--- src/rtl/forward_ctrl_pkg.sv ---
// Shared types and constants for the EX-stage forwarding and hazard controller.
package forward_ctrl_pkg;

  localparam int unsigned REG_W = 5;
  localparam int unsigned SEL_W = 2;

  localparam logic [SEL_W-1:0] FWD_REG   = 2'b00;
  localparam logic [SEL_W-1:0] FWD_EXMEM = 2'b01;
  localparam logic [SEL_W-1:0] FWD_MEMWB = 2'b10;

  typedef struct packed {
    logic             valid;
    logic [REG_W-1:0] rd;
    logic             regwrite;
    logic             memread;
  } stage_entry;

  localparam stage_entry NOP_ENTRY = '0;

  // A producer only counts if it really writes a non-x0 register the consumer reads.
  function automatic logic entry_hit(input stage_entry e,
                                     input logic [REG_W-1:0] src,
                                     input logic use_src);
    return e.valid && e.regwrite && (e.rd != REG_W'(0)) && (e.rd == src) && use_src;
  endfunction

endpackage

--- src/rtl/fwd_src_select.sv ---
// Per-operand forwarding select and load-use detection against the EX and MEM entries.
module fwd_src_select
  import forward_ctrl_pkg::*;
(
  input  logic [REG_W-1:0] i_src,
  input  logic             i_use,
  input  stage_entry       i_ex,
  input  stage_entry       i_mem,
  output logic [SEL_W-1:0] o_sel_c,
  output logic             o_load_hit_c
);

  logic w_ex_hit;
  logic w_mem_hit;

  // Youngest producer (EX) wins over the older one (MEM).
  always_comb begin
    w_ex_hit     = entry_hit(i_ex, i_src, i_use);
    w_mem_hit    = entry_hit(i_mem, i_src, i_use);
    o_sel_c      = FWD_REG;
    if (w_ex_hit) begin
      o_sel_c = FWD_EXMEM;
    end else if (w_mem_hit) begin
      o_sel_c = FWD_MEMWB;
    end
    o_load_hit_c = w_ex_hit & i_ex.memread;
  end

endmodule

--- src/rtl/forward_ctrl.sv ---
// Pipeline forwarding controller: tracks EX/MEM producers, registers operand selects,
// and raises stall/bubble for load-use hazards and memory back-pressure.
module forward_ctrl
  import forward_ctrl_pkg::*;
(
  input  logic             clk,
  input  logic             reset_n,
  input  logic [REG_W-1:0] id_rs1,
  input  logic [REG_W-1:0] id_rs2,
  input  logic             id_use_rs1,
  input  logic             id_use_rs2,
  input  logic [REG_W-1:0] id_rd,
  input  logic             id_regwrite,
  input  logic             id_memread,
  input  logic             id_valid,
  input  logic             mem_busy,
  input  logic             flush,
  output logic [SEL_W-1:0] fwd_a_sel,
  output logic [SEL_W-1:0] fwd_b_sel,
  output logic             stall,
  output logic             bubble
);

  stage_entry       r_ex;
  stage_entry       r_mem;
  logic [SEL_W-1:0] r_fwd_a;
  logic [SEL_W-1:0] r_fwd_b;

  stage_entry       w_ex_nxt;
  stage_entry       w_mem_nxt;
  stage_entry       w_id_entry;
  logic [SEL_W-1:0] w_fwd_a_nxt;
  logic [SEL_W-1:0] w_fwd_b_nxt;
  logic [SEL_W-1:0] w_sel_a;
  logic [SEL_W-1:0] w_sel_b;
  logic             w_load_hit_a;
  logic             w_load_hit_b;
  logic             w_load_use;

  // An invalid ID slot must never look like it reads anything.
  logic w_use_rs1;
  logic w_use_rs2;
  assign w_use_rs1 = id_use_rs1 & id_valid;
  assign w_use_rs2 = id_use_rs2 & id_valid;

  fwd_src_select u_sel_a (
    .i_src        (id_rs1),
    .i_use        (w_use_rs1),
    .i_ex         (r_ex),
    .i_mem        (r_mem),
    .o_sel_c      (w_sel_a),
    .o_load_hit_c (w_load_hit_a)
  );

  fwd_src_select u_sel_b (
    .i_src        (id_rs2),
    .i_use        (w_use_rs2),
    .i_ex         (r_ex),
    .i_mem        (r_mem),
    .o_sel_c      (w_sel_b),
    .o_load_hit_c (w_load_hit_b)
  );

  assign w_load_use = w_load_hit_a | w_load_hit_b;

  always_comb begin
    w_id_entry = id_valid ? stage_entry'{valid: 1'b1, rd: id_rd,
                                         regwrite: id_regwrite, memread: id_memread}
                          : NOP_ENTRY;
  end

  // Next-state and hazard outputs; mem_busy freezes everything, flush beats load-use.
  always_comb begin
    w_ex_nxt    = r_ex;
    w_mem_nxt   = r_mem;
    w_fwd_a_nxt = r_fwd_a;
    w_fwd_b_nxt = r_fwd_b;
    stall       = 1'b0;
    bubble      = 1'b0;
    if (mem_busy) begin
      stall = 1'b1;
    end else begin
      w_mem_nxt = r_ex;
      if (flush) begin
        w_ex_nxt    = NOP_ENTRY;
        w_fwd_a_nxt = FWD_REG;
        w_fwd_b_nxt = FWD_REG;
      end else if (w_load_use) begin
        w_ex_nxt    = NOP_ENTRY;
        w_fwd_a_nxt = FWD_REG;
        w_fwd_b_nxt = FWD_REG;
        stall       = 1'b1;
        bubble      = 1'b1;
      end else begin
        w_ex_nxt    = w_id_entry;
        w_fwd_a_nxt = w_sel_a;
        w_fwd_b_nxt = w_sel_b;
      end
    end
    if (!reset_n) begin
      stall  = 1'b0;
      bubble = 1'b0;
    end
  end

  always_ff @(posedge clk or negedge reset_n) begin
    if (!reset_n) begin
      r_ex    <= NOP_ENTRY;
      r_mem   <= NOP_ENTRY;
      r_fwd_a <= FWD_REG;
      r_fwd_b <= FWD_REG;
    end else begin
      r_ex    <= w_ex_nxt;
      r_mem   <= w_mem_nxt;
      r_fwd_a <= w_fwd_a_nxt;
      r_fwd_b <= w_fwd_b_nxt;
    end
  end

  assign fwd_a_sel = r_fwd_a;
  assign fwd_b_sel = r_fwd_b;

endmodule

--- config.mk ---
export PLATFORM = sky130hd
export DESIGN_NAME = forward_ctrl
export DESIGN_NICKNAME = d
export VERILOG_FILES = /design/src/rtl/forward_ctrl_pkg.sv /design/src/rtl/fwd_src_select.sv /design/src/rtl/forward_ctrl.sv
export SDC_FILE = /design/constraint.sdc
export NUM_CORES = 1
export LEC_CHECK = 0
export BUFFER_PORTS_ARGS = -buffer_cell sky130_fd_sc_hd__buf_4
export CAP_MARGIN = 30
export CORE_UTILIZATION = 45
export DETAILED_ROUTE_END_ITERATION = 7
export GPL_ROUTABILITY_DRIVEN = 0
export PLACE_DENSITY = 0.74
export SYNTH_ARGS = -nofsm -noshare
export SYNTH_HDL_FRONTEND = slang
export SYNTH_SLANG_ARGS = --single-unit
--- constraint.sdc ---
create_clock -name clk -period 1.65 [get_ports clk]
set_clock_uncertainty 0.15 [all_clocks]
set_input_delay 0 -clock clk [delete_from_list [all_inputs] [get_ports clk]]
set_output_delay 0 -clock clk [all_outputs]
set_load 0.01 [all_outputs]
## Word level (Yosys, flattened, before mapping)

Cells that the tools add are included.

| word-level totals | value |
|---|---|
| bits in registers | 19 |

| cells by class | value |
|---|---|
| equal/unequal tests | 4 |
| mux-type cells | 17 |
| bitwise gates (word level) | 5 |
| reduce and logical (&&, ||, !) cells | 14 |

Operators with widths:

| operator | count |
|---|---|
| $mux W8 | 3 |
| $eq A5 B5 Y1 | 4 |
| $mux W2 | 8 |
| $logic_and A1 B1 Y1 | 12 |
| $reduce_bool A5 Y1 | 2 |
| $mux W1 | 6 |
| $and A1 B1 Y1 | 4 |
| $or A1 B1 Y1 | 1 |

## Longest topological paths before layout

Gate-level depths: netlist of run 1.

| depth | value |
|---|---|
| depth in word-level cells | 10 |
| depth in mapped cells | 5 |

## By module

A second synthesis of run 1 with hierarchy kept.

| unflattened totals | value |
|---|---|
| cells, all modules | 94 |
| area, all modules | 1133.6 µm² |

By module, submodules not included:

| module | times used | cells an instance | area an instance (µm²) | sequential area each (µm²) |
|---|---|---|---|---|
| forward_ctrl | 1 | 50 | 800.8 | 500.5 |
| fwd_src_select | 2 | 22 | 166.4 | 0.0 |

## Worst setup path before layout of run 1

No wires, ideal clock.

| path | value |
|---|---|
| kind | register to register |
| start | reg r_ex[4] (netlist name) |
| end | reg r_fwd_a[1], in the netlist fwd_a_sel[1] |
| arrival time | 1.506 ns |
| data required time | 1.378 ns |
| path slack | -0.127 ns |
| stages on the path, launching flop included | 5 |
| period minus slack after synthesis | 1.777 ns |
| path through | dfrtp_1 -> xnor2_1 -> nand4_1 -> or4b_4 -> a32o_1 |

| on the way | value |
|---|---|
| longest elaborated chain between the ends | 8 |

RTL lines:

| what | RTL line | RTL |
|---|---|---|
| start, declared | forward_ctrl.sv:24 | `stage_entry r_ex;` |
| start signal, assigned | forward_ctrl.sv:113 | `r_ex <= w_ex_nxt;` |
| $reduce_bool A5 Y1 | forward_ctrl_pkg.sv:24 | `return e.valid && e.regwrite && (e.rd != REG_W'(0)) && (e.rd == src) && use_src;` |
| $logic_and A1 B1 Y1 (3 in a row) | forward_ctrl_pkg.sv:24 |  |
| $and A1 B1 Y1 | fwd_src_select.sv:26 | `o_load_hit_c = w_ex_hit & i_ex.memread;` |
| $or A1 B1 Y1 | forward_ctrl.sv:64 | `assign w_load_use = w_load_hit_a \| w_load_hit_b;` |
| $mux W2 * | forward_ctrl.sv:88 | `end else if (w_load_use) begin` |
| $mux W2 * | forward_ctrl.sv:84 | `if (flush) begin` |
| end signal, assigned | forward_ctrl.sv:115 | `r_fwd_a <= w_fwd_a_nxt;` |
| end, declared | forward_ctrl.sv:26 | `logic [SEL_W-1:0] r_fwd_a;` |

Mark *: on every way between the ends. The rest lies on a longest branch, timed or not.
A chain may end at the register's enable or synchronous reset.

## Worst setup path in the final report of run 1

| path | value |
|---|---|
| start | reg r_ex[5] (netlist name) |
| end | out bubble |

| on the way | value |
|---|---|
| longest elaborated chain between the ends | 10 |

RTL lines:

| what | RTL line | RTL |
|---|---|---|
| $reduce_bool A5 Y1 | forward_ctrl_pkg.sv:24 |  |
| $logic_and A1 B1 Y1 (3 in a row) | forward_ctrl_pkg.sv:24 |  |
| $and A1 B1 Y1 | fwd_src_select.sv:26 |  |
| $or A1 B1 Y1 * | forward_ctrl.sv:64 |  |
| $mux W1 * | forward_ctrl.sv:88 |  |
| $mux W1 * | forward_ctrl.sv:84 |  |
| $mux W1 * | forward_ctrl.sv:80 | `if (mem_busy) begin` |
| $mux W1 * | forward_ctrl.sv:100 | `if (!reset_n) begin` |
| end, declared | forward_ctrl.sv:21 | `output logic bubble` |

Marks and branches as above.

==> summary.json, run 1 <==
{
  "multiInputGateArea_sq_um": 606.8,
  "drc": 0,
  "max-slew-margin-rel_pct": 42.17,
  "critPathBufInv": 1,
  "critical_path_required_time_ns": 1.50,
  "fin_nets": 177,
  "crit_type": "reg -> out",
  "power.leakage_nw": 0.7742,
  "cpPeakStageDelay_ns": 0.47,
  "i_o_pin_cnt": 30,
  "drt-total-wl_mm": 2.951,
  "cts_buffers": 3,
  "die-width_um": 50.13,
  "dp.cells": 156,
  "post-synth-top-area-fraction_pct": 45.62,
  "core-area_sq_um": 2191,
  "grt_remaining_overflow": 0,
  "largest_net_degree_at_the_start_of_global_routing": 24,
  "whs_path_depth": 4,
  "final_min_period_over_clock_period_pct": 124.4,
  "synth.area.top_cells": "dfrtp_1, xnor2_1, a22o_1",
  "timing_max_transition_violations_final": 0,
  "post_dp_cell_area_sq_um": 1379,
  "fin_crit_ns": 2.053,
  "core.rowCount": 17,
  "grt_setup_unrepaired": "yes",
  "crit_path_top_delay_cell": "dfrtp_2",
  "synth.largest_area_cell": "dfrtp_1",
  "syn_inst": 90,
  "global_route.usage.total_pct": 24.43,
  "worstHoldPathType": "in -> reg",
  "preCtsSetupSlack_ns": -0.1924,
  "filler_cell_count": 145,
  "cts_num_sinks": 19,
  "violations_in_the_final_reports": "negative setup slack",
  "setup_ws_ns": -0.4027,
  "sequential_share_of_the_synthesized_area_pct": 45.62,
  "routed_wire_per_std_cell_um": 16.39,
  "wire_length_of_the_first_global_routing_pass_mm": 4.491,
  "worst_hold_slack_ns": 0.01573,
  "finalSetupTns_ns": -3.816,
  "clkSlewWorstSetupHoldPaths_ns": 0.12,
  "finalCoreUtilization_pct": 74.99,
  "synth_to_final_area_change_pct": 57.62,
  "finish.instance_area_sq_um": 1643,
  "cap_violations": 0,
  "final-setup-viol-count": 13,
  "worst_hold_startpoint": "id_valid",
  "design.die.area_sq_um": 2513,
  "dieHeight_um": 50.13,
  "route.vias.total": 1007,
  "mappedNetlistNets": 114,
  "synth-seq-cells": 19,
  "critical_path.most_common_cell": "and3_1",
  "worst_setup_path_start_kind": "flip-flop",
  "finalHoldViolations": 0,
  "initial_detailed_routing_violation_count": 18,
  "crit_chain": "xnor2_2, nand4_1, o32ai_2, and3_1, and3_1, buf_4",
  "insertion_delay_ns": 0.30,
  "ff2ff_setup_slack_ns": -0.35,
  "drtAntennaViolNets": 0,
  "vias_in_the_first_global_route": 973,
  "port-buffer-count": 29,
  "antenna_found_initial": 0,
  "timing.critical_path.to_type": "output port",
  "detail_route.vias_per_cell": 5.594,
  "yosysWarningCount": 0,
  "timing_worst_slew_pin_value_ns": 0.8675,
  "fmax_mhz": 487.2,
  "timing.critical_path.depth": 6,
  "clock_path_buffers": 2,
  "cts_root_buf": "clkbuf_4",
  "drive_gt1_share_pct": 46.05,
  "regArea_sq_um": 479.2,
  "post-dp-hpwl_mm": 1.946,
  "timing.rr.end": "fwd_a_sel[1]",
  "post_synth_instance_area_sq_um": 1042,
  "syn_avg_cell_area_sq_um": 11.58,
  "final-instance-count-excl-fill": 180,
  "final_common_cell": "buf_4",
  "reg2reg_depth": 5,
  "critPathMaxFanout": 4,
  "critical_path.top_delay_family": "simple AND/OR/NAND/NOR gates",
  "count_of_antenna_diodes_in_the_layout": 0,
  "rr_startpoint": "r_ex[5]",
  "peakVddDrop_v": 0.0004975,
  "hold-path-endpoint": "r_ex[7]",
  "run_status": "finished with violations",
  "clock_tree_from_tritoncts": "built",
  "worst_ep_arrival_time_ns": 1.90,
  "totalPowerFinal_mw": 1.028,
  "power_density_nw_per_um2": 626.0,
  "dr.pass1.iters": 5,
  "synth.distinct_cells": 27,
  "mostFrequentLayoutCells": "buf_4, dfrtp_1, dlygate4sd3_1",
  "htree_levels": 1,
  "floorplan.initialDensity_pct": 47.57
}
-- registers in the layout, summed over array words and instances, names as in the netlist --
register   flops
fwd_a_sel      2
fwd_b_sel      2
r_ex           8
r_mem          7
-- worst max path at each step --
stage / from / to / slack [ns]
after floorplan: r_ex[6] / fwd_a_sel[1] / -0.06
after global placement: r_ex[4] / fwd_a_sel[1] / -0.16
after detailed placement: r_ex[5] / fwd_b_sel[1] / -0.19
after global routing: r_ex[5] / bubble / -0.49
after CTS: r_ex[6] / bubble / -0.37
final: r_ex[5] / bubble / -0.40
-- cell usage after synthesis (all sizes together) --
master,n
buf,1
o32ai,1
and3,2
inv,1
a32o,1
nand3,1
a22o,9
nor3,2
or4,1
nor2b,1
nand2,6
nor2,3
nor4,2
a31oi,1
dfrtp,19
mux2,7
clkbuf,1
or4b,1
nor3b,1
o41ai,2
xnor2,14
nand4,4
o2111ai,1
a21oi,1
a21o,1
xor2,6
-- area by class of cell --
| type | instances | share of cell area (%) |
|---|---|---|
| flip-flops and latches | 19 | 29.17 |
| repair buffers | 60 | 29.93 |
| well taps | 28 | 2.133 |
| inverters | 1 | 0.2285 |
| multi-input cells | 68 | 36.94 |
| clock buffers | 4 | 1.599 |
-- per-layer routing --
metal,part of all wire (%),track usage (%)
met3,3.8,3.395
met2,52,42.00
met1,44,30.56
met5,0,0
met4,0.78,9.048
-- where the power goes --
group	internal (mW)	switching, mW
Clock	0.0940	0.147
Sequential	0.491	0.0274
Combinational	0.157	0.112
Total	0.742	0.286
-- tightest hold or removal path: cells and delay by family --
kind	cells	cell delay, ns
AOI/OAI and AO/OA	2	0.22
and+or+nand+nor	1	0.09
buffers and inverters	1	0.13
-- logic make-up (layout without fill, tap and decap cells) --
| group | count (synthesis) | after routing | share of synthesized area (%) |
|---|---|---|---|
| AOI/OAI and AO/OA | 17 | 17 | 16.09 |
| xor gates and xnor gates | 20 | 20 | 16.81 |
| buffers and inverters | 3 | 65 | 1.079 |
| DFF | 19 | 19 | 45.62 |
| muxes | 7 | 7 | 7.563 |
| and+or+nand+nor | 24 | 24 | 12.84 |
-- repair_timing --
action	4_1_cts	5_1_grt
pin swaps	6	7
hold buffers	14	0
setup endpoints to repair	14	33
resized for setup	4	8
buffers inserted	4	3
endpoints found under the hold margin	31	0
No activity file was read; power rests on OpenSTA's default activity.
==> inputs of run 2 (changes only) <==
--- a/config.mk
+++ b/config.mk
@@ -10,7 +10,7 @@
 export CORE_UTILIZATION = 45
 export DETAILED_ROUTE_END_ITERATION = 7
 export GPL_ROUTABILITY_DRIVEN = 0
-export PLACE_DENSITY = 0.74
+export PLACE_DENSITY_LB_ADDON = 0.05
 export SYNTH_ARGS = -nofsm -noshare
 export SYNTH_HDL_FRONTEND = slang
 export SYNTH_SLANG_ARGS = --single-unit
==> run 2 against run 1 <==
The run still ends with negative setup slack left. Power is 0.24% lower. Core utilization is 0.11 points higher. Sequential share of layout area is 0.12 points lower. Combinational power is 3% lower. Clock power is 3% higher. Cell count stayed put. Die area stayed put. Via count is 7.5% lower. Setup slack better by 0.059 ns. Clock-buffer cell count is 1 lower. Global-route usage is 0.46 points lower.
==> summary.json, run 2 (synthesized netlist as in run 1, its figures left out) <==
{
  "final_min_period_over_clock_period_pct": 120.8,
  "fin_nets": 177,
  "fin_crit_ns": 1.994,
  "insertion_delay_ns": 0.30,
  "final-instance-count-excl-fill": 180,
  "cts_root_buf": "clkbuf_4",
  "multiInputGateArea_sq_um": 609.3,
  "core-area_sq_um": 2191,
  "power_frac_seq_pct": 50.4,
  "fmax_mhz": 501.5,
  "die-width_um": 50.13,
  "totalPowerFinal_mw": 1.026,
  "max-slew-margin-rel_pct": 40.61,
  "crit_type": "reg -> out",
  "dp.cells": 159,
  "critPathMaxFanout": 4,
  "htree_levels": 1,
  "clock_path_buffers": 2,
  "filler_cell_count": 157,
  "peakVddDrop_v": 0.0005696,
  "final-setup-viol-count": 13,
  "clock_tree_from_tritoncts": "built",
  "detail_route.vias_per_cell": 5.172,
  "drive_gt1_share_pct": 46.71,
  "grt_setup_unrepaired": "yes",
  "critical_path_required_time_ns": 1.50,
  "clkSlewWorstSetupHoldPaths_ns": 0.12,
  "combPwrFrac_pct": 25.4,
  "global_route.usage.total_pct": 23.98,
  "finalCoreUtilization_pct": 75.10,
  "routed_wire_per_std_cell_um": 14.67,
  "net-switching-power_mw": 0.2891,
  "dr.pass1.iters": 4,
  "share_clk_of_total_power_pct": 24.2,
  "final_common_cell": "buf_4",
  "design.die.area_sq_um": 2513,
  "mostFrequentLayoutCells": "buf_4, dfrtp_1, dlygate4sd3_1",
  "timing.critical_path.to_type": "output port",
  "power.leakage_nw": 0.7790,
  "cap_violations": 0,
  "top_regs": "r_ex x8, r_mem x7",
  "largest-register": "r_ex",
  "largest_register_ff_count": 8,
  "violations_in_the_final_reports": "negative setup slack",
  "initial_detailed_routing_violation_count": 2,
  "drc": 0,
  "switching_share_pct": 28.18,
  "route.vias.total": 931,
  "floorplan.initialDensity_pct": 47.57,
  "worstHoldPathType": "in -> reg",
  "vias_in_the_first_global_route": 1000,
  "finalHoldViolations": 0,
  "grt_remaining_overflow": 0,
  "i_o_pin_cnt": 30,
  "cts_num_sinks": 19,
  "run_status": "finished with violations",
  "wire_length_of_the_first_global_routing_pass_mm": 4.422,
  "count_of_antenna_diodes_in_the_layout": 0,
  "drtAntennaViolNets": 0,
  "antenna_found_initial": 0,
  "dieHeight_um": 50.13,
  "finalSetupTns_ns": -3.015,
  "worst_hold_slack_ns": 0.02596,
  "core.rowCount": 17,
  "setup_ws_ns": -0.3440,
  "worst_ep_arrival_time_ns": 1.84,
  "synth_to_final_area_change_pct": 57.86,
  "post-dp-hpwl_mm": 1.843,
  "port-buffer-count": 29,
  "largest_net_degree_at_the_start_of_global_routing": 23,
  "drt-total-wl_mm": 2.640,
  "p_int_mw": 0.7369,
  "regArea_sq_um": 478.0,
  "cts_buffers": 3,
  "timing_worst_slew_pin_value_ns": 0.8909,
  "timing_max_transition_violations_final": 0,
  "power_density_nw_per_um2": 623.6,
  "worst_setup_path_start_kind": "flip-flop"
}
run 2: cell count changes in the layout (fill, tap and decap cells not counted):
cell / previous run / this run
nor2_1: 2 / 1
clkbuf_1: 1 / 0
dfrtp_2: 3 / 2
nor2_2: 0 / 1
dfrtp_1: 16 / 17
clkinv_2: 0 / 1
run 2: layout make-up:
class,count,share of cell area (%)
multi-input cells,68,37.03
clock inverters,1,0.3042
inverters,1,0.2281
repair buffers,60,29.89
well taps,28,2.129
flip-flops and latches,19,29.05
clock buffers,3,1.369
run 2: routing by layer:
metal	share of wire [%]	GRT usage, %
met5	0	0
met1	47	31.58
met4	0.61	7.143
met3	3.1	4.012
met2	50	39.78
run 2: power groups by stage:
stage	Sequential [mW]	Combinational, mW	Clock, mW
CTS	0.515	0.246	0.259
detailed placement	0.524	0.216	0
floorplan	0.524	0.0999	0
finish	0.517	0.260	0.249
global placement	0.524	0.211	0
global route	0.521	0.284	0.272
run 2: path summary, 6_finish.rpt:
check / slack [ns] / startpoint / cells past startpoint / endpoint
min in group asynchronous: 0.40 / reset_n / 3 / fwd_a_sel[1]
worst min register to register: 0.35 / fwd_b_sel[1] / 2 / fwd_b_sel[1]
worst max register to register: -0.30 / r_ex[3] / 5 / fwd_a_sel[1]
max in group asynchronous: 0.35 / reset_n / 3 / r_ex[3]
worst min-delay path: 0.03 / mem_busy / 5 / fwd_b_sel[1]
worst max-delay path: -0.34 / r_ex[3] / 6 / bubble
run 2: worst max-delay path: stages, from the launching register on:
cell and delay, ns:
dfrtp_2 0.46, xnor2_1 0.15, nand4_1 0.16, o32ai_2 0.31, and3_1 0.20, and3_1 0.15, buf_4 0.12
run 2: repair_timing:
item                       CTS  global route
pin swaps                    3             4
hold endpoints to repair    29             0
setup buffers                2             1
hold buffers                14             0
gates resized for setup      2            10
setup endpoints to repair   14            33
run 2: through the flow:
step	instance area, sq um	worst slack [ns]
after global placement	1401	-0.1659
after global routing	1645	-0.4811
after detailed placement	1401	-0.1951
final	1645	-0.3440
after floorplan	1051	-0.06068
after CTS	1590	-0.3725
==> inputs of run 3 (changes only) <==
--- a/config.mk
+++ b/config.mk
@@ -11,6 +11,8 @@
 export DETAILED_ROUTE_END_ITERATION = 7
 export GPL_ROUTABILITY_DRIVEN = 0
 export PLACE_DENSITY_LB_ADDON = 0.05
+export SKIP_LAST_GASP = 1
 export SYNTH_ARGS = -nofsm -noshare
 export SYNTH_HDL_FRONTEND = slang
+export SYNTH_HIERARCHICAL = 1
 export SYNTH_SLANG_ARGS = --single-unit
==> run 3 against run 2 <==
Register-to-register slack worse by 0.27 ns. Global-route usage up 2.1 points. Cell count down 1.7%. Power up 0.65%. Core utilization down 0.072 points. Maximum frequency down 10%. The flow still finishes with violations (negative setup slack). Critical path depth up 2. Routed wire length up 15%. Synthesized cell count up 2.2%.
==> summary.json, run 3 <==
{
  "run_status": "finished with violations",
  "violations_in_the_final_reports": "negative setup slack",
  "final_min_period_over_clock_period_pct": 134.9,
  "rr_startpoint": "r_ex[4]",
  "cpPeakStageDelay_ns": 0.46,
  "drt-total-wl_mm": 3.043,
  "top_regs": "r_ex x8, r_mem x7",
  "max-slew-margin-rel_pct": 42.40,
  "crit_chain": "buf_4, xnor2_2, nand3_1, a2111oi_4, and2_4, o21ba_4, and3b_1, buf_6",
  "power_density_nw_per_um2": 610.5,
  "critical_path_required_time_ns": 1.50,
  "wire_length_of_the_first_global_routing_pass_mm": 4.933,
  "dr.pass1.iters": 4,
  "clkSlewWorstSetupHoldPaths_ns": 0.11,
  "mappedNetlistNets": 116,
  "cts_num_sinks": 19,
  "global_route.usage.total_pct": 26.08,
  "post-dp-hpwl_mm": 2.018,
  "multiInputGateArea_sq_um": 648.1,
  "grtUsageMet2_pct": 47.62,
  "htree_levels": 1,
  "first_element_of_the_critical_path": "r_ex[5]",
  "grtUsageMet3_pct": 3.869,
  "largest_net_degree_at_the_start_of_global_routing": 23,
  "detail_route.vias_per_cell": 5.576,
  "post_synth_instance_area_sq_um": 1097,
  "insertion_delay_ns": 0.30,
  "count_of_antenna_diodes_in_the_layout": 0,
  "synth_to_final_area_change_pct": 54.16,
  "route.vias.total": 987,
  "design.die.area_sq_um": 2640,
  "drtAntennaViolNets": 0,
  "critPathMaxFanout": 4,
  "grt_remaining_overflow": 0,
  "worstHoldPathType": "in -> reg",
  "die-width_um": 51.38,
  "crit_path_top_delay_cell": "dfrtp_2",
  "clock_tree_from_tritoncts": "built",
  "grt_use_met1_pct": 29.94,
  "routed_wire_per_std_cell_um": 17.19,
  "cts_root_buf": "clkbuf_4",
  "port-buffer-count": 29,
  "finalHoldViolations": 0,
  "worst_setup_path_start_kind": "flip-flop",
  "vias_in_the_first_global_route": 1114,
  "antenna_found_initial": 0,
  "post_dp_cell_area_sq_um": 1450,
  "finalCoreUtilization_pct": 75.03,
  "finalSetupTns_ns": -7.647,
  "critPathBufInv": 2,
  "fin_crit_ns": 2.227,
  "timing.critical_path.to_type": "output port",
  "timing_max_transition_violations_final": 0,
  "peakVddDrop_v": 0.0005156,
  "syn_avg_cell_area_sq_um": 11.93,
  "cts_buffers": 3,
  "clock_path_buffers": 2,
  "drive_gt1_share_pct": 48.99,
  "drc": 0,
  "yosysWarningCount": 6,
  "worst_ep_arrival_time_ns": 2.08,
  "crit_type": "reg -> out",
  "core-area_sq_um": 2255,
  "largest-register": "r_ex",
  "finish.instance_area_sq_um": 1692,
  "i_o_pin_cnt": 30,
  "syn_inst": 92,
  "fmax_mhz": 449.1,
  "dieHeight_um": 51.38,
  "critical_path.top_delay_family": "simple AND/OR/NAND/NOR gates",
  "fin_nets": 174,
  "regArea_sq_um": 480.5,
  "timing_worst_slew_pin_value_ns": 0.8641,
  "mostFrequentLayoutCells": "buf_4, dfrtp_1, xnor2_1",
  "worst_hold_startpoint": "flush",
  "grt_most_used_layer": "met2",
  "grt_setup_unrepaired": "yes",
  "cap_violations": 0,
  "initial_detailed_routing_violation_count": 26,
  "largest_register_ff_count": 8,
  "filler_cell_count": 168,
  "final_common_cell": "buf_4",
  "setup_ws_ns": -0.5766,
  "power.leakage_nw": 0.7940,
  "floorplan.initialDensity_pct": 48.67,
  "final-setup-viol-count": 14,
  "core.rowCount": 17
}
run 3: area by class of cell:
class,instances,share of cell area [%]
timing repair buffer,59,29.59
sequential,19,28.40
clock buffer,3,1.331
tap,28,2.071
multi-input combinational,67,38.31
clock inverter,1,0.2959
run 3: final timing paths:
check | end | slack [ns] | depth (start not counted)
setup / recovery | bubble | -0.58 | 8
hold / removal | r_ex[7] | 0.05 | 4
setup reg to reg | r_ex[6] | -0.57 | 8
hold reg to reg | fwd_a_sel[0] | 0.38 | 1
max in group asynchronous | r_ex[2] | 0.36 | 3
min in group asynchronous | r_mem[3] | 0.40 | 3
run 3: where the power goes:
part / switching [mW] / internal, mW / total, mW
logic: 0.115 / 0.155 / 0.270
registers: 0.0318 / 0.491 / 0.523
clock network: 0.149 / 0.0902 / 0.240
run 3: worst reg2reg max path, delay by kind of cell (launching register included):
family                 cells  cell delay, ns
AO/OA/AOI/OAI              3            0.67
flip-flops                 1            0.42
buffers and inverters      3            0.47
AND/OR/NAND/NOR            2            0.44
run 3: metrics by stage:
step / setup WS [ns] / cells / total power, mW / hold slack [ns]
finish: -0.5766 / 177 / 1.033 / 0.05218
global route: -0.6628 / 177 / 1.080 / 0.05531
CTS: -0.5734 / 176 / 1.039 / 0.03227
detailed placement: -0.5511 / 154 / 0.7544 / -0.2528
global placement: -0.5068 / 154 / 0.7476 / -0.2565
floorplan: -0.3043 / 92 / 0.6422 / -0.4456
run 3: timing repair:
| action | 4_1_cts | 5_1_grt |
|---|---|---|
| setup endpoints to repair | 14 | 33 |
| resized for setup | 9 | 1 |
| hold endpoints to repair | 32 | 0 |
| setup buffers | 6 | 1 |
| pin swaps | 14 | 1 |
| hold buffers | 11 | 0 |
| gates cloned | 1 | 0 |
run 3: per-layer routing:
metal	routed length [um]	up-vias
met5	0	-
met4	16	0
met3	72	2
met2	1615	21
met1	1340	496
li1	-	468
